**src/rtl/cpu_stack_pkg.sv**
```systemverilog
`default_nettype none
// ============================================================================
//  Module      : cpu_stack_pkg
//  Description : Shared definitions for the CPU call/return stack sequencer:
//                FSM state encodings and default stack geometry.
//  Revision    : 1.0  initial release
// ============================================================================
package cpu_stack_pkg;

    localparam int STATE_W = 3;

    localparam logic [STATE_W-1:0] ST_IDLE    = 3'd0;
    localparam logic [STATE_W-1:0] ST_PUSH_HI = 3'd1;
    localparam logic [STATE_W-1:0] ST_PUSH_LO = 3'd2;
    localparam logic [STATE_W-1:0] ST_POP_LO  = 3'd3;
    localparam logic [STATE_W-1:0] ST_POP_HI  = 3'd4;
    localparam logic [STATE_W-1:0] ST_BRANCH  = 3'd5;

    localparam logic [15:0] DEFAULT_STACK_BASE = 16'h0100;
    localparam logic [7:0]  DEFAULT_SP_RESET   = 8'hFF;

    // Byte address inside the stack page; the offset is already reduced
    // modulo 256 by the caller, so the page base is never carried into.
    function automatic logic [15:0] stack_addr(input logic [15:0] base,
                                               input logic [7:0]  offset);
        return base + {8'h00, offset};
    endfunction

endpackage
`default_nettype wire

```
**src/rtl/cpu_stack_seq.sv**
```systemverilog
`default_nettype none
// ============================================================================
//  Module      : cpu_stack_seq
//  Description : Call/return stack sequencer. A call pushes the 16-bit return
//                address (high byte first) onto a downward-growing byte stack
//                and then branches to the call target; a return pops the low
//                byte then the high byte and branches to the restored PC.
//  Revision    : 1.0  initial release
//
//  Configuration macro:
//    CPU_STACK_BOUNDS_CHECK_EN - when defined, calls that would overflow
//                                (sp < 2) and returns that would underflow
//                                (sp > SP_RESET-2) are refused and flagged
//                                in stack_err. When undefined sp wraps freely.
//
//  Ports:
//    clk          in   1   system clock, rising edge
//    reset        in   1   synchronous active-high reset
//    call_req     in   1   call request pulse (samples ret_pc, call_target)
//    ret_req      in   1   return request pulse
//    ret_pc       in  16   return address to push
//    call_target  in  16   call destination
//    mem_req      out  1   stack memory request
//    mem_we       out  1   stack memory write strobe
//    mem_addr     out 16   stack memory byte address
//    mem_wdata    out  8   stack memory write byte
//    mem_rdata    in   8   stack memory read byte
//    mem_ack      in   1   transfer complete
//    branch       out  1   one-cycle PC load pulse
//    branch_pc    out 16   PC load value, valid while branch=1
//    sp           out  8   current stack pointer
//    busy         out  1   sequencer not idle
//    stack_err    out  1   sticky conflict / bounds error
// ============================================================================
module cpu_stack_seq
    import cpu_stack_pkg::*;
#(
    parameter logic [15:0] STACK_BASE = DEFAULT_STACK_BASE,
    parameter logic [7:0]  SP_RESET   = DEFAULT_SP_RESET
) (
    input  logic        clk,
    input  logic        reset,
    input  logic        call_req,
    input  logic        ret_req,
    input  logic [15:0] ret_pc,
    input  logic [15:0] call_target,
    output logic        mem_req,
    output logic        mem_we,
    output logic [15:0] mem_addr,
    output logic [7:0]  mem_wdata,
    input  logic [7:0]  mem_rdata,
    input  logic        mem_ack,
    output logic        branch,
    output logic [15:0] branch_pc,
    output logic [7:0]  sp,
    output logic        busy,
    output logic        stack_err
);

    logic [STATE_W-1:0] r_state;
    logic [STATE_W-1:0] w_state;
    logic [7:0]         r_sp;
    logic [7:0]         w_sp;
    logic [15:0]        r_ret_pc;
    logic [15:0]        w_ret_pc;
    logic [15:0]        r_target;
    logic [15:0]        w_target;
    logic [7:0]         r_lo;
    logic [7:0]         w_lo;
    logic [15:0]        r_branch_pc;
    logic [15:0]        w_branch_pc;
    logic               r_err;
    logic               w_err;

    logic               w_is_push;
    logic               w_is_pop;
    logic [7:0]         w_offset;
    logic               w_call_oob;
    logic               w_ret_oob;

`ifdef CPU_STACK_BOUNDS_CHECK_EN
    // A call needs two free bytes below sp; a return needs two pushed bytes
    // above it. The return test is done in 9 bits so a small SP_RESET
    // cannot underflow the comparison.
    assign w_call_oob = (r_sp < 8'd2);
    assign w_ret_oob  = (({1'b0, r_sp} + 9'd2) > {1'b0, SP_RESET});
`else
    assign w_call_oob = 1'b0;
    assign w_ret_oob  = 1'b0;
`endif

    // ------------------------------------------------------------------
    // Next-state and datapath update
    // ------------------------------------------------------------------
    always_comb begin
        w_state     = r_state;
        w_sp        = r_sp;
        w_ret_pc    = r_ret_pc;
        w_target    = r_target;
        w_lo        = r_lo;
        w_branch_pc = r_branch_pc;
        w_err       = r_err;

        case (r_state)
            ST_IDLE: begin
                if (call_req && ret_req) begin
                    w_err = 1'b1;
                end else if (call_req) begin
                    if (w_call_oob) begin
                        w_err = 1'b1;
                    end else begin
                        w_ret_pc = ret_pc;
                        w_target = call_target;
                        w_state  = ST_PUSH_HI;
                    end
                end else if (ret_req) begin
                    if (w_ret_oob) begin
                        w_err = 1'b1;
                    end else begin
                        w_state = ST_POP_LO;
                    end
                end
            end
            ST_PUSH_HI: begin
                if (mem_ack) begin
                    w_sp    = r_sp - 8'd1;
                    w_state = ST_PUSH_LO;
                end
            end
            ST_PUSH_LO: begin
                if (mem_ack) begin
                    w_sp        = r_sp - 8'd1;
                    w_branch_pc = r_target;
                    w_state     = ST_BRANCH;
                end
            end
            ST_POP_LO: begin
                if (mem_ack) begin
                    w_lo    = mem_rdata;
                    w_sp    = r_sp + 8'd1;
                    w_state = ST_POP_HI;
                end
            end
            ST_POP_HI: begin
                if (mem_ack) begin
                    w_sp        = r_sp + 8'd1;
                    w_branch_pc = {mem_rdata, r_lo};
                    w_state     = ST_BRANCH;
                end
            end
            ST_BRANCH: begin
                w_state = ST_IDLE;
            end
            default: begin
                w_state = ST_IDLE;
            end
        endcase
    end

    always_ff @(posedge clk) begin
        if (reset) begin
            r_state     <= ST_IDLE;
            r_sp        <= SP_RESET;
            r_ret_pc    <= 16'h0000;
            r_target    <= 16'h0000;
            r_lo        <= 8'h00;
            r_branch_pc <= 16'h0000;
            r_err       <= 1'b0;
        end else begin
            r_state     <= w_state;
            r_sp        <= w_sp;
            r_ret_pc    <= w_ret_pc;
            r_target    <= w_target;
            r_lo        <= w_lo;
            r_branch_pc <= w_branch_pc;
            r_err       <= w_err;
        end
    end

    // ------------------------------------------------------------------
    // Memory interface. sp only moves on mem_ack, so address and data are
    // inherently stable for as long as a transfer is waiting.
    // ------------------------------------------------------------------
    assign w_is_push = (r_state == ST_PUSH_HI) || (r_state == ST_PUSH_LO);
    assign w_is_pop  = (r_state == ST_POP_LO)  || (r_state == ST_POP_HI);

    // Pops address the byte above sp; the 8-bit add wraps inside the page.
    assign w_offset  = w_is_pop ? (r_sp + 8'd1) : r_sp;

    assign mem_req   = w_is_push || w_is_pop;
    assign mem_we    = w_is_push;
    assign mem_addr  = mem_req ? stack_addr(STACK_BASE, w_offset) : 16'h0000;
    assign mem_wdata = (r_state == ST_PUSH_HI) ? r_ret_pc[15:8] :
                       (r_state == ST_PUSH_LO) ? r_ret_pc[7:0]  : 8'h00;

    assign branch    = (r_state == ST_BRANCH);
    assign branch_pc = r_branch_pc;
    assign sp        = r_sp;
    assign busy      = (r_state != ST_IDLE);
    assign stack_err = r_err;

endmodule
`default_nettype wire

```
**config.mk**
```make
export PLATFORM = sky130hd
export DESIGN_NAME = cpu_stack_seq
export DESIGN_NICKNAME = d
export VERILOG_FILES = /design/src/rtl/cpu_stack_pkg.sv /design/src/rtl/cpu_stack_seq.sv
export SDC_FILE = /design/constraint.sdc
export NUM_CORES = 1
export LEC_CHECK = 0
export ABC_CLOCK_PERIOD_IN_PS = 4950
export CAP_MARGIN = 20
export CORE_ASPECT_RATIO = 1.5
export CORE_UTILIZATION = 28
export DETAILED_ROUTE_END_ITERATION = 6
export SETUP_SLACK_MARGIN = 0.05
export SLEW_MARGIN = 20
export SYNTH_ARGS = -nofsm -noshare
export SYNTH_HDL_FRONTEND = slang
export SYNTH_SLANG_ARGS = --single-unit
```
**constraint.sdc**
```tcl
create_clock -name clk -period 4.95 [get_ports clk]
set_input_delay 1.2375 -clock clk [delete_from_list [all_inputs] [get_ports clk]]
set_output_delay 1.2375 -clock clk [all_outputs]
set_load 0.1 [all_outputs]
```
=== After elaboration in Yosys (flattened, before gate mapping) ===
Index checks and enable logic that the tools add are counted.

* Input bits: 45
* Output and inout port bits: 53
* Word-level logic and storage cells: 59
* Bits in registers: 68

* Reduce and logical (&&, ||, !) cells: 17
* Equal/unequal tests: 14
* Bitwise operators: 1
* Add/sub/neg operators: 3
* Multiplexer cells: 17

{| class="wikitable"
|+ Operators by type and width
! cell !! count
|-
| $mux W8 || 5
|-
| $mux W16 || 2
|-
| $pmux W16 S2 || 1
|-
| $mux W3 || 6
|-
| $pmux W8 S2 || 1
|-
| $pmux W3 S4 || 1
|-
| $add A9 B8 Y10 const A || 1
|-
| $mux W10 || 1
|-
| $ne A2 B2 Y1 const B || 5
|-
| $reduce_and A3 Y1 || 3
|-
| $add A8 B1 Y8 const B || 1
|-
| $sub A8 B1 Y8 const B || 1
|-
| $eq A3 B2 Y1 const B || 2
|-
| $eq A3 B3 Y1 const B || 2
|-
| $ne A2 B1 Y1 const B || 3
|-
| $reduce_or A2 Y1 || 3
|-
| $reduce_and A5 Y1 || 1
|-
| $reduce_and A2 Y1 || 2
|-
| $reduce_bool A2 Y1 || 2
|-
| $eq A3 B1 Y1 const B || 1
|-
| $logic_not A3 Y1 || 1
|-
| $logic_or A1 B1 Y1 || 3
|-
| $ne A3 B3 Y1 const B || 1
|-
| $reduce_bool A3 Y1 || 1
|-
| 2 further kinds || 2
|}

=== Logic depth before layout (Yosys ltp) ===
Gate-level depths: netlist of the first run.

* Depth after elaboration: 5
* Mapped depth: 7
* Depth with buffers taken out: 7

=== Worst setup path after synthesis of the first run ===
No wires, ideal clock.

* Kind: register to output
* Start: register r_sp[2], in the netlist sp[2]
* End: output port mem_addr[7]
* Path slack: 0.486 ns
* Arrival: 3.227 ns
* Stages on the path, launching flop included: 7
* Data required time: 3.713 ns
* Buffers on the path: 1
* Cells stage by stage: dfxtp_1 -> buf_2 -> nand3_1 -> a21oi_4 -> nand3_1 -> xor2_1 -> nor2_1

* Cells in the longest elaborated chain, start to end: 4

{| class="wikitable"
|+ Ends and longest elaborated chain
! item !! RTL line !! RTL
|-
| from (decl) || cpu_stack_seq.sv:62 || <nowiki>logic [7:0] r_sp;</nowiki>
|-
| from (signal assigned) || cpu_stack_seq.sv:171 || <nowiki>r_sp <= w_sp;</nowiki>
|-
| $add A8 B1 Y8 || cpu_stack_seq.sv:188 || <nowiki>assign w_offset = w_is_pop ? (r_sp + 8'd1) : r_sp;</nowiki>
|-
| $mux W8 * || cpu_stack_seq.sv:188 ||
|-
| $add A9 B8 Y10 * || cpu_stack_pkg.sv:26 || <nowiki>return base + {8'h00, offset};</nowiki>
|-
| $mux W10 * || cpu_stack_seq.sv:192 || <nowiki>assign mem_addr = mem_req ? stack_addr(STACK_BASE, w_offset) : 16'h0000;</nowiki>
|-
| to (decl) || cpu_stack_seq.sv:49 || <nowiki>output logic [15:0] mem_addr,</nowiki>
|}

Mark *: on every way between the ends. The rest lies on a longest branch, timed or not.

=== Worst setup path after layout of the first run ===
* Start: register r_state[2]
* End: output port mem_addr[5]

* Cells in the longest elaborated chain, start to end: 5
* Elaborated cells between the ends (all ways): 10
* Those cells by class: add/sub (1); eq/ne (4); mux (2); reduce/logical (3)

{| class="wikitable"
|+ Ends and longest elaborated chain
! item !! RTL line !! RTL
|-
| from (decl) || cpu_stack_seq.sv:60 || <nowiki>logic [STATE_W-1:0] r_state;</nowiki>
|-
| from (signal assigned) || cpu_stack_seq.sv:170 || <nowiki>r_state <= w_state;</nowiki>
|-
| $eq A3 B2 Y1 or $eq A3 B3 Y1 (tied branches) || cpu_stack_seq.sv:185 || <nowiki>assign w_is_pop = (r_state == ST_POP_LO) || (r_state == ST_POP_HI);</nowiki>
|-
| $logic_or A1 B1 Y1 || cpu_stack_seq.sv:185 ||
|-
| $mux W8 || cpu_stack_seq.sv:188 ||
|-
| $add A9 B8 Y10 || cpu_stack_pkg.sv:26 ||
|-
| $mux W10 * || cpu_stack_seq.sv:192 ||
|}

Marked as above.

==> results of run 1 <==
-- layout by cell type, fill, tap and decap left out, types with 2 or more instances in the layout --
cell	instances
a211oi_1	2
a21oi_1	48
a22oi_1	8
a311oi_1	17
buf_4	23
clkbuf_1	2
clkbuf_16	9
clkdlybuf4s50_1	69
conb_1	7
dfxtp_1	68
ha_1	4
inv_1	6
mux2i_1	2
nand2_1	125
nand3_1	5
nor2_1	38
nor2b_1	4
nor3_1	5
nor3b_1	2
nor3b_2	2
o21ai_0	4
o21ba_2	2
or3_1	2
xnor2_1	7
xor2_1	5
-- state kept, by name, indices dropped and copies added (netlist names) --
name	count
branch_pc	16
r_ret_pc	16
r_target	16
stack_err	1
r_state	3
sp	8
r_lo	8
-- kinds of logic after synthesis --
family | share of synthesized area
AO/OA/AOI/OAI | 0.1801
XOR/XNOR | 0.03253
adder cells (fa/ha/maj) | 0.01549
buffers and inverters | 0.07126
flip-flops | 0.4214
multiplexers | 0.006197
other | 0.001161
AND/OR/NAND/NOR | 0.2719
-- worst reg2reg max path, delay by kind of cell (launching register included) --
family             cells  cell delay, ns
and+or+nand+nor        2            0.95
DFF                    1            0.80
AOI/OAI and AO/OA      3            0.52
-- metrics by stage --
stage / utilization / cell area, um^2 / worst slack, ns / power, uW / instances
5_1_grt: 0.3968 / 4410 / 0.8527 / 2080 / 643
4_1_cts: 0.3955 / 4395 / 1.014 / 2013 / 642
2_1_floorplan: - / 3253 / 0.4858 / 1237 / 427
6_report: 0.3968 / 4410 / 1.039 / 1994 / 643
3_3_place_gp: 0.3699 / 4111 / 1.455 / 1394 / 627
3_5_place_dp: 0.3699 / 4111 / 1.379 / 1402 / 627
-- cell type report --
cell class,count,area (um^2),share of cell area
Multi-Input combinational cell,313,1675,0.3799
Sequential cell,68,1361,0.3087
Timing Repair Buffer,94,883.3,0.2003
Clock buffer,11,232.7,0.05277
Tap cell,147,183.9,0.04170
Clock inverter,4,51.30,0.01163
Inverter,6,22.52,0.005106
-- where the power goes --
group          total (uW)  internal (uW)  switching, uW
clock network         606            387            219
logic                 759            182            577
registers             630            589           41.1
-- metal layers --
layer | vias to the layer above | track usage
met3 | 12 | 0.03653
met1 | 1332 | 0.1512
met5 | - | 0
met4 | 0 | 0.07468
li1 | 1537 | -
met2 | 78 | 0.2675
-- worst min path at each step --
stage                     cells past startpoint                        end                 startpoint  slack (ns)
after global routing                          2       r_lo[2]$_SDFFE_PP0P_       r_lo[2]$_SDFFE_PP0P_        0.47
after floorplan                               2  r_ret_pc[10]$_SDFFE_PP0P_  r_ret_pc[10]$_SDFFE_PP0P_        0.44
after global placement                        2   r_ret_pc[8]$_SDFFE_PP0P_   r_ret_pc[8]$_SDFFE_PP0P_        0.44
after detailed placement                      2  r_ret_pc[11]$_SDFFE_PP0P_  r_ret_pc[11]$_SDFFE_PP0P_        0.45
final                                         2  r_target[11]$_SDFFE_PP0P_  r_target[11]$_SDFFE_PP0P_        0.45
after CTS                                     2  r_ret_pc[11]$_SDFFE_PP0P_  r_ret_pc[11]$_SDFFE_PP0P_        0.45
==> summary.md, run 1 <==
| Metric | Value |
|---|---|
| Outcome | `completed` |
| R2R depth | `5` |
| Detail Route Antenna Nets | `0` |
| Worst skew pair latency | `0.32 ns` |
| H-tree levels | `3` |
| Synthesized flop and latch total | `68` |
| Layout cells sized above 1 | `0.1008` |
| Cell Chain, Critical Path | `or3b_4 -> a21oi_4 -> nand3_1 -> xor2_1 -> nor2_1 -> buf_4` |
| Area Overhead vs Synth | `36.52%` |
| Setup violators final | `0` |
| RSZ-0062 raised after global routing | `false` |
| CP startpoint | `r_state[2]$_SDFFE_PP0P_` |
| Worst setup EP type | `output port` |
| Number of diodes | `0` |
| Post-synth EDFFs | `0` |
| Pre-Repair DR Iteration Count | `4` |
| WL met3 | `between 300 and 400 um` |
| Worst-path clk slew | `roughly 0.060 ns` |
| TritonCTS clock tree | `built` |
| Hpwl dp | `6114 um` |
| Sequential cell area fraction in the yosys report | `0.4214` |
| Cell count after synthesis | `around 420` |
| Avg WL per Cell | `approximately 13 um` |
| Post-cts sizing count | `0` |
| Reg2reg start | `r_state[2]$_SDFFE_PP0P_` |
| Final Hold Vio Count | `0` |
| Routed WL | `8454 um` |
| Clock Sinks | `68` |
| Final Max Tran Viols | `0` |
| Floorplan die height | `about 130 um` |
| All-Layer GR Usage | `0.1453` |
| CP required | `~3.7 ns` |
| Critical path capture point | `mem_addr[5]` |
| Net count, final | `541` |
| Avg Cell Area, Syn | `~7.7 um^2` |
| Post-synth top cells | `125 x nand2_1, 68 x dfxtp_1, 48 x a21oi_1, 39 x nor2_1, 20 x clkbuf_1` |
| Clock Path Buffers | `2` |
| Met2 WL | `approximately 4400 um` |
| DRT iter0 DRCs | `143` |
| Row count | `between 40 and 50` |
| First-pass GRT wire length | `between 10,000 and 15,000 um` |
| GRT overflow | `0` |
| Largest net degree at the start of global routing | `56` |
| Clock Skew | `between 0.005 and 0.006 ns` |
| Hold Crit Class | `reg -> reg` |
| Area leader, netlist | `dfxtp_1` |
| Power Dens Cells | `452.1 nW/um^2` |
| Leak Pwr | `about 0.0016 uW` |
| Drt drc | `0` |
| CP startpoint kind | `flop` |
| Core ar. | `around 11,000 um^2` |
| Max Fclk | `around 260 MHz` |
| RD Place Congestion | `~0.83` |
| RR Endpoint | `sp[7]$_SDFFE_PP1P_` |
| Clock buffer count from CTS | `9` |
| Ports | `just under 100` |
| Relative slew slack | `0.3296` |
| Critical path class | `reg -> out` |
| Vias in the first global route | `roughly 2,900` |
| Tcrit/Tclk final | `0.7901` |
| Synth async-reset ratio | `0` |
| Hold slack | `between 0.4 and 0.5 ns` |
| Number of buffers added on ports | `90` |
| Initial antenna violation count | `0` |
| Final min period | `slightly below 4 ns` |
| Slowest stage cell, crit path | `dfxtp_1` |
| Slew @ Worst Pin | `1.003 ns` |
| Total stage count of the critical path | `6` |
| Worst Path Arrival | `between 2 and 3 ns` |
| CP peak stage delay | `approximately 0.80 ns` |
| Setup_tns | `0 ns` |
| Initial Util | `0.2907` |
| Count leader, synth | `nand2_1` |
| Routed vias/inst | `4.602` |
| Routed vias | `2,959` |
| CTS Hold Buffers Added | `0` |
| Critical path buffers and inverters | `1` |
| Max Cap Viol | `0` |
| Top FF cell, synth | `dfxtp_1` |
| Post-CTS setup buffer count | `0` |
| Post-Syn Area | `about 3200 um^2` |
| VDD IR max | `0.1719 mV` |
| Fill count | `~1,100` |
| Crit path max-delay family | `simple AND/OR/NAND/NOR gates` |
| Met1 wire length | `between 3000 and 4000 um` |
| Die width | `89.71 um` |
| Die Area | `approximately 12,000 um^2` |
| Ys Warns | `0` |
| FF-to-FF setup slack | `about 2.6 ns` |
| Ranking of synthesized cells by area | `dfxtp_1 42%, nand2_1 15%, a21oi_1 7.4%, a311oi_1 4.6%, nor2_1 4.5%` |
| Highest metal used | `met4` |
| Synth top area share | `0.4214` |
| Root Buffer | `clkbuf_16` |
| Crit path max fanout | `24` |
| Synth cell types | `48` |
No activity file was read; power rests on OpenSTA's default activity.
==> run 2: changes to the inputs <==
--- a/config.mk
+++ b/config.mk
@@ -5,7 +5,7 @@
 export SDC_FILE = /design/constraint.sdc
 export NUM_CORES = 1
 export LEC_CHECK = 0
-export ABC_CLOCK_PERIOD_IN_PS = 4950
+export ABC_CLOCK_PERIOD_IN_PS = 4000
 export CAP_MARGIN = 20
 export CORE_ASPECT_RATIO = 1.5
 export CORE_UTILIZATION = 28
==> constraint.sdc (replaced) <==
create_clock -name clk -period 4 [get_ports clk]
set_input_delay 1 -clock clk [delete_from_list [all_inputs] [get_ports clk]]
set_output_delay 1 -clock clk [all_outputs]
set_load 0.1 [all_outputs]
==> run 2 against run 1 <==
  * Non-clock buffer count rose by 1
  * Sequential power rose by 23%
  * Die area did not move
  * Flip-flop and latch count did not move
  * First-iteration DRC count rose by 22%
  * Clock power rose by 38%
  * Global-route usage rose by 0.47 points
  * Clock-buffer cell count did not move
  * Cell count rose by 0.16%
  * Largest cell class unchanged
  * Largest power group unchanged
  * Highest routed layer unchanged
==> summary.md, run 2 (synthesis gave the netlist of run 1 again) <==
| Metric | Value |
|---|---|
| Outcome | `completed` |
| Die width | `89.71 um (unchanged)` |
| Final Hold Vio Count | `0 (unchanged)` |
| All-Layer GR Usage | `0.1500 (+0.004734)` |
| R2R depth | `5 (unchanged)` |
| Initial Util | `0.2907 (unchanged)` |
| Detail Route Antenna Nets | `0 (unchanged)` |
| Final min period | `3.353 ns` |
| Leak Pwr | `0.001608 uW (+2.6%)` |
| Initial antenna violation count | `0 (unchanged)` |
| Place WS | `0.9823 ns (-0.3968 ns)` |
| Slowest stage cell, crit path | `or3b_4` |
| VDD IR max | `0.2455 mV (+43%)` |
| Relative slew slack | `0.3379 (+0.008347)` |
| GRT overflow | `0 (unchanged)` |
| Max Cap Viol | `0 (unchanged)` |
| RD Place Congestion | `0.8083 (-2.4%)` |
| Reg2reg start | `r_state[2]$_SDFFE_PP0P_` |
| Setup_tns | `0 ns (unchanged)` |
| Slew @ Worst Pin | `0.9900 ns (-0.01248 ns)` |
| Ports | `98 (unchanged)` |
| Layout cells sized above 1 | `0.1227 (+0.02193)` |
| Routed WL | `8584 um (+1.5%)` |
| Area Overhead vs Synth | `39.35%` |
| Clock network power share | `0.322 (+0.018)` |
| Tcrit/Tclk final | `0.8382` |
| Worst setup EP type | `output port` |
| Routed vias/inst | `4.680 (+1.7%)` |
| Clock buffer count from CTS | `9 (unchanged)` |
| Combinational Power Share | `0.380 (about the same)` |
| Worst Path Arrival | `2.35 ns (-0.32 ns)` |
| Pre-Repair DR Iteration Count | `4 (unchanged)` |
| First-pass GRT wire length | `14,210 um (+2.4%)` |
| Number of diodes | `0 (unchanged)` |
| Post-cts sizing count | `0 (unchanged)` |
| Avg WL per Cell | `13.33 um (+1.4%)` |
| Post-CTS setup buffer count | `0 (unchanged)` |
| Power Dens Cells | `578.8 nW/um^2 (+28%)` |
| CP required | `3.00 ns (-0.71 ns)` |
| Hold Crit Depth | `2 (unchanged)` |
| Crit path max-delay family | `simple AND/OR/NAND/NOR gates` |
| Sw Pwr | `1057 uW (+26%)` |
| RSZ-0062 raised after global routing | `false` |
| Clock Path Buffers | `2 (unchanged)` |
| Most common cell after layout, fill and taps aside | `nand2_1` |
| Int Pwr | `1548 uW (+34%)` |
| Worst-path clk slew | `0.05 ns (about the same)` |
| Cell Chain, Critical Path | `or3b_4 -> a21oi_4 -> nand3_1 -> xor2_1 -> nor2_2 -> buf_12` |
| CP peak stage delay | `0.59 ns (-0.21 ns)` |
| Hpwl dp | `6150 um (+0.58%)` |
| Critical path buffers and inverters | `1 (unchanged)` |
| Die Area | `11,980 um^2 (unchanged)` |
| TritonCTS clock tree | `built` |
| Final worst setup slack | `0.6472 ns (-0.3918 ns)` |
| DRT iter0 DRCs | `175 (+22%)` |
| RR Endpoint | `sp[7]$_SDFFE_PP1P_` |
| Root Buffer | `clkbuf_16` |
| Multi-input combinational cell area | `1692 um^2 (+0.97%)` |
| Sequential power share | `0.298 (-0.018)` |
| Most frequent cells in the layout | `125 x nand2_1, 68 x dfxtp_1, 66 x clkdlybuf4s50_1` |
| Max Fclk | `about 300 MHz` |
| Row count | `47 (unchanged)` |
| Largest net degree at the start of global routing | `46 (-18%)` |
| Hold Crit Class | `reg -> reg` |
| FF-to-FF setup slack | `1.87 ns (-0.69 ns)` |
| Register area | `1361 um^2 (unchanged)` |
| Net count, final | `542 (+0.18%)` |
| Clock Sinks | `68 (unchanged)` |
| CTS Hold Buffers Added | `0 (unchanged)` |
| Worst hold start | `r_ret_pc[8]$_SDFFE_PP0P_` |
| Crit path max fanout | `20 (-17%)` |
| Number of buffers added on ports | `90 (unchanged)` |
| Vias in the first global route | `2,922 (+1.5%)` |
| Critical path class | `reg -> out` |
| Switching share of power | `0.4057 (-0.01387)` |
| Final Max Tran Viols | `0 (unchanged)` |
| Worst Hold Path EP | `r_ret_pc[8]$_SDFFE_PP0P_` |
| Routed vias | `3,014 (+1.9%)` |
| CP startpoint kind | `flop` |
| Setup violators final | `0 (unchanged)` |
| Floorplan die height | `133.6 um (unchanged)` |
| Fill count | `1,144 (+0.53%)` |
| Drt drc | `0 (unchanged)` |
| Worst skew pair latency | `0.32 ns (about the same)` |
| Clock Skew | `0.007140 ns (+0.001237 ns)` |
| H-tree levels | `3 (unchanged)` |
| Core ar. | `11,110 um^2 (unchanged)` |
==> run 2: cell types whose count changed in the layout (fill, tap and decap cells not counted), sizes merged <==
cell / previous run / this run
bufinv: 1 / 2
clkinvlp: 1 / 0
buf: 25 / 29
clkdlybuf4s50: 69 / 66
==> run 2: worst min-delay path: cells and delay by family (launching register included) <==
| family | cells | cell delay, ns |
|---|---|---|
| flops | 1 | 0.30 |
| simple gates | 1 | 0.05 |
| compound gates | 1 | 0.05 |
==> run 2: final cells by class <==
class                           count  share of cell area
Clock buffer                       11             0.05392
Clock inverter                      4             0.01640
Inverter                            6            0.005003
Multi-Input combinational cell    313              0.3758
Sequential cell                    68              0.3024
Tap cell                          147             0.04086
Timing Repair Buffer               95              0.2057
==> run 2: stage by stage <==
step / area (um^2) / utilization / instances / total power (uW) / hold WS [ns]
finish: 4502 / 0.4050 / 644 / 2605 / 0.4541
global route: 4502 / 0.4050 / 644 / 2714 / 0.4689
CTS: 4502 / 0.4050 / 644 / 2631 / 0.4538
detailed placement: 4185 / 0.3766 / 629 / 1788 / 0.4462
global placement: 4185 / 0.3766 / 629 / 1780 / 0.4441
floorplan: 3269 / - / 427 / 1541 / 0.4360
==> run 2: metal layers <==
layer  vias to the layer above  track usage  wire, um
met1                      1377       0.1612      3375
met4                         0      0.06557       134
met3                         7      0.03539       455
li1                       1548            -         -
met2                        82       0.2774      4618
met5                         -            0         0
==> run 2: power by group through the flow <==
stage                     clock (uW)  combinational (uW)  sequential [uW]
final                            839                 991              776
after detailed placement           0                 997              791
after global placement             0                 992              788
after global routing             888                1040              785
after CTS                        856                 999              776
after floorplan                    0                 601              940
==> run 2: worst max-delay path by stage <==
stage	from	to	slack (ns)	cells after the start
floorplan	sp[1]$_SDFFE_PP1P_	mem_addr[4]	0.08	4
global placement	r_state[2]$_SDFFE_PP0P_	mem_addr[5]	1.06	6
detailed placement	r_state[2]$_SDFFE_PP0P_	mem_addr[5]	0.98	6
CTS	r_state[2]$_SDFFE_PP0P_	mem_addr[5]	0.62	6
global route	r_state[2]$_SDFFE_PP0P_	mem_addr[5]	0.49	6
finish	r_state[2]$_SDFFE_PP0P_	mem_addr[5]	0.65	6
==> run 3: changes to the inputs <==
--- a/config.mk
+++ b/config.mk
@@ -5,7 +5,7 @@
 export SDC_FILE = /design/constraint.sdc
 export NUM_CORES = 1
 export LEC_CHECK = 0
-export ABC_CLOCK_PERIOD_IN_PS = 4000
+export ABC_CLOCK_PERIOD_IN_PS = 3300
 export CAP_MARGIN = 20
 export CORE_ASPECT_RATIO = 1.5
 export CORE_UTILIZATION = 28
==> constraint.sdc (replaced) <==
create_clock -name clk -period 3.3 [get_ports clk]
set_input_delay 0.825 -clock clk [delete_from_list [all_inputs] [get_ports clk]]
set_output_delay 0.825 -clock clk [all_outputs]
set_load 0.1 [all_outputs]
==> run 3 against run 2 <==
  * Via count fell by 0.33%
  * Clock-buffer cell count rose by 2
  * Flip-flop and latch count did not move
  * Final area rose by 4.4%
  * Largest cell class unchanged
  * Largest power group unchanged
  * Highest routed layer unchanged
==> summary.md, run 3 (synthesis gave the netlist of run 1 again) <==
| Metric | Value |
|---|---|
| Placed cell areas | `4395 um^2 (+5.0%)` |
| Hold Crit Class | `reg -> reg` |
| Tcrit/Tclk final | `0.9414` |
| Power Dens Cells | `689.0 nW/um^2 (+19%)` |
| Net count, final | `545 (+0.55%)` |
| Leak Pwr | `0.001688 uW (+5.0%)` |
| Number of buffers added on ports | `90 (unchanged)` |
| Setup violators final | `0 (unchanged)` |
| Outcome | `completed` |
| Post-cts sizing count | `0 (unchanged)` |
| Routed vias | `3,004 (-0.33%)` |
| Drt drc | `0 (unchanged)` |
| Layout cells sized above 1 | `0.1876 (+0.06489)` |
| Largest net degree at the start of global routing | `35 (-24%)` |
| Worst setup EP type | `output port` |
| Relative slew slack | `0.5441 (+0.2062)` |
| Floorplan die height | `133.6 um (unchanged)` |
| Most common cell after layout, fill and taps aside | `nand2_1` |
| Root Buffer | `clkbuf_16` |
| Setup_tns | `0 ns (unchanged)` |
| Max Cap Viol | `0 (unchanged)` |
| RD Place Congestion | `0.8304 (+2.7%)` |
| RSZ-0062 raised after global routing | `false` |
| Area Overhead vs Synth | `45.51%` |
| Initial antenna violation count | `0 (unchanged)` |
| Grt met3 use | `0.03311 (-0.002283)` |
| GRT overflow | `0 (unchanged)` |
| Reg2reg start | `r_state[0]$_SDFFE_PP0P_` |
| Slew @ Worst Pin | `0.6767 ns (-0.3133 ns)` |
| Final Hold Vio Count | `0 (unchanged)` |
| Most frequent cells in the layout | `124 x nand2_1, 67 x dfxtp_1, 47 x a21oi_1` |
| Met1 GRT Util | `0.1550 (-0.006175)` |
| VDD IR max | `0.3028 mV (+23%)` |
| Max Fclk | `321.9 MHz` |
| Ports | `98 (unchanged)` |
| CP required | `2.47 ns (-0.53 ns)` |
| Post-CTS setup buffer count | `0 (unchanged)` |
| Routed vias/inst | `4.636 (-0.95%)` |
| Hpwl dp | `6248 um (+1.6%)` |
| Clock Sinks | `68 (unchanged)` |
| Critical path class | `reg -> out` |
| Worst-path clk slew | `0.05 ns (about the same)` |
| Critical path capture point | `mem_addr[5]` |
| Pre-Repair DR Iteration Count | `4 (unchanged)` |
| CP startpoint | `r_state[1]$_SDFFE_PP0P_` |
| First-pass GRT wire length | `13,860 um (-2.5%)` |
| Clock buffer count from CTS | `9 (unchanged)` |
| R2R depth | `5 (unchanged)` |
| CTS Hold Buffers Added | `0 (unchanged)` |
| RR Endpoint | `sp[4]$_SDFFE_PP1P_` |
| Row count | `47 (unchanged)` |
| Number of diodes | `0 (unchanged)` |
| Initial Util | `0.2907 (unchanged)` |
| Final min period | `around 3.1 ns` |
| Met2 GRT Util | `0.2667 (-0.01068)` |
| DRT iter0 DRCs | `172 (-1.7%)` |
| Worst skew pair latency | `0.33 ns (about the same)` |
| Crit path max fanout | `20 (unchanged)` |
| Die Area | `11,980 um^2 (unchanged)` |
| Detail Route Antenna Nets | `0 (unchanged)` |
| Avg WL per Cell | `13.33 um (about the same)` |
| Worst hold start | `r_ret_pc[4]$_SDFFE_PP0P_` |
| Routed WL | `8635 um (+0.59%)` |
| TritonCTS clock tree | `built` |
| Most Used Layer, Global Route | `met2` |
| Core ar. | `11,110 um^2 (unchanged)` |
| CP startpoint kind | `flop` |
| All-Layer GR Usage | `0.1455 (-0.004528)` |
| Final Max Tran Viols | `0 (unchanged)` |
| FF-to-FF setup slack | `0.95 ns (-0.92 ns)` |
| Vias in the first global route | `2,898 (-0.82%)` |
| Die width | `89.71 um (unchanged)` |
| Clock Path Buffers | `2 (unchanged)` |
| H-tree levels | `3 (unchanged)` |
| Clock Skew | `0.006441 ns (-0.0006998 ns)` |
| Layout Cell Area excl Fill | `4701 um^2 (+4.4%)` |
| Worst Path Arrival | `2.28 ns (-0.07 ns)` |
## run 3: cell count changes in the layout (fill, tap and decap cells not counted), moves of 2 or more
cell             before  now
clkdlybuf4s50_1      66   43
buf_12                4   20
buf_4                24   34
clkinvlp_4            0    4
inv_1                 6    4
nor2_1               33   31
nor2_4                0    2
## run 3: final cells by class
type | count | area, um^2
fill | 1132 | 6414
multi-input combinational | 313 | 1728
sequential | 68 | 1363
timing repair buffer | 98 | 1091
clock buffer | 13 | 260.3
tap | 147 | 183.9
clock inverter | 3 | 45.04
inverter | 6 | 30.03
## run 3: worst min-delay path by stage
stage / endpoint / cells after the start / slack (ns)
detailed placement: r_target[9]$_SDFFE_PP0P_ / 2 / 0.45
floorplan: r_ret_pc[10]$_SDFFE_PP0P_ / 2 / 0.44
global route: r_lo[4]$_SDFFE_PP0P_ / 2 / 0.47
global placement: r_target[7]$_SDFFE_PP0P_ / 2 / 0.44
finish: r_ret_pc[4]$_SDFFE_PP0P_ / 2 / 0.45
CTS: r_target[9]$_SDFFE_PP0P_ / 2 / 0.45
## run 3: worst max-delay path, stage by stage (launching register included)
cell     delay [ns]
dfxtp_1        0.46
or3b_4         0.61
a21oi_4        0.24
nand3_1        0.13
xor2_1         0.21
nor2_4         0.12
buf_12         0.18
## run 3: per-layer routing
metal / wire [um] / part of all wire
met2: 4551 / 0.53
met3: 367 / 0.043
met5: 0 / 0
met4: 192 / 0.022
met1: 3523 / 0.41
## run 3: metrics by stage
stage	hold WS, ns	cells	worst slack (ns)	utilization	power (uW)
floorplan	0.4360	427	-0.1734	-	1898
global placement	0.4426	632	0.5816	0.3955	2279
detailed placement	0.4471	632	0.5268	0.3955	2291
CTS	0.4546	648	0.1781	0.4229	3270
global route	0.4742	648	0.05160	0.4229	3360
finish	0.4532	648	0.1935	0.4229	3239
## run 3: power breakdown
part	leakage, uW	internal (uW)	total, uW	switching [uW]
Combinational	0.000993	405	1330	922
Clock	0.000142	626	973	347
Sequential	0.000553	883	939	56.1
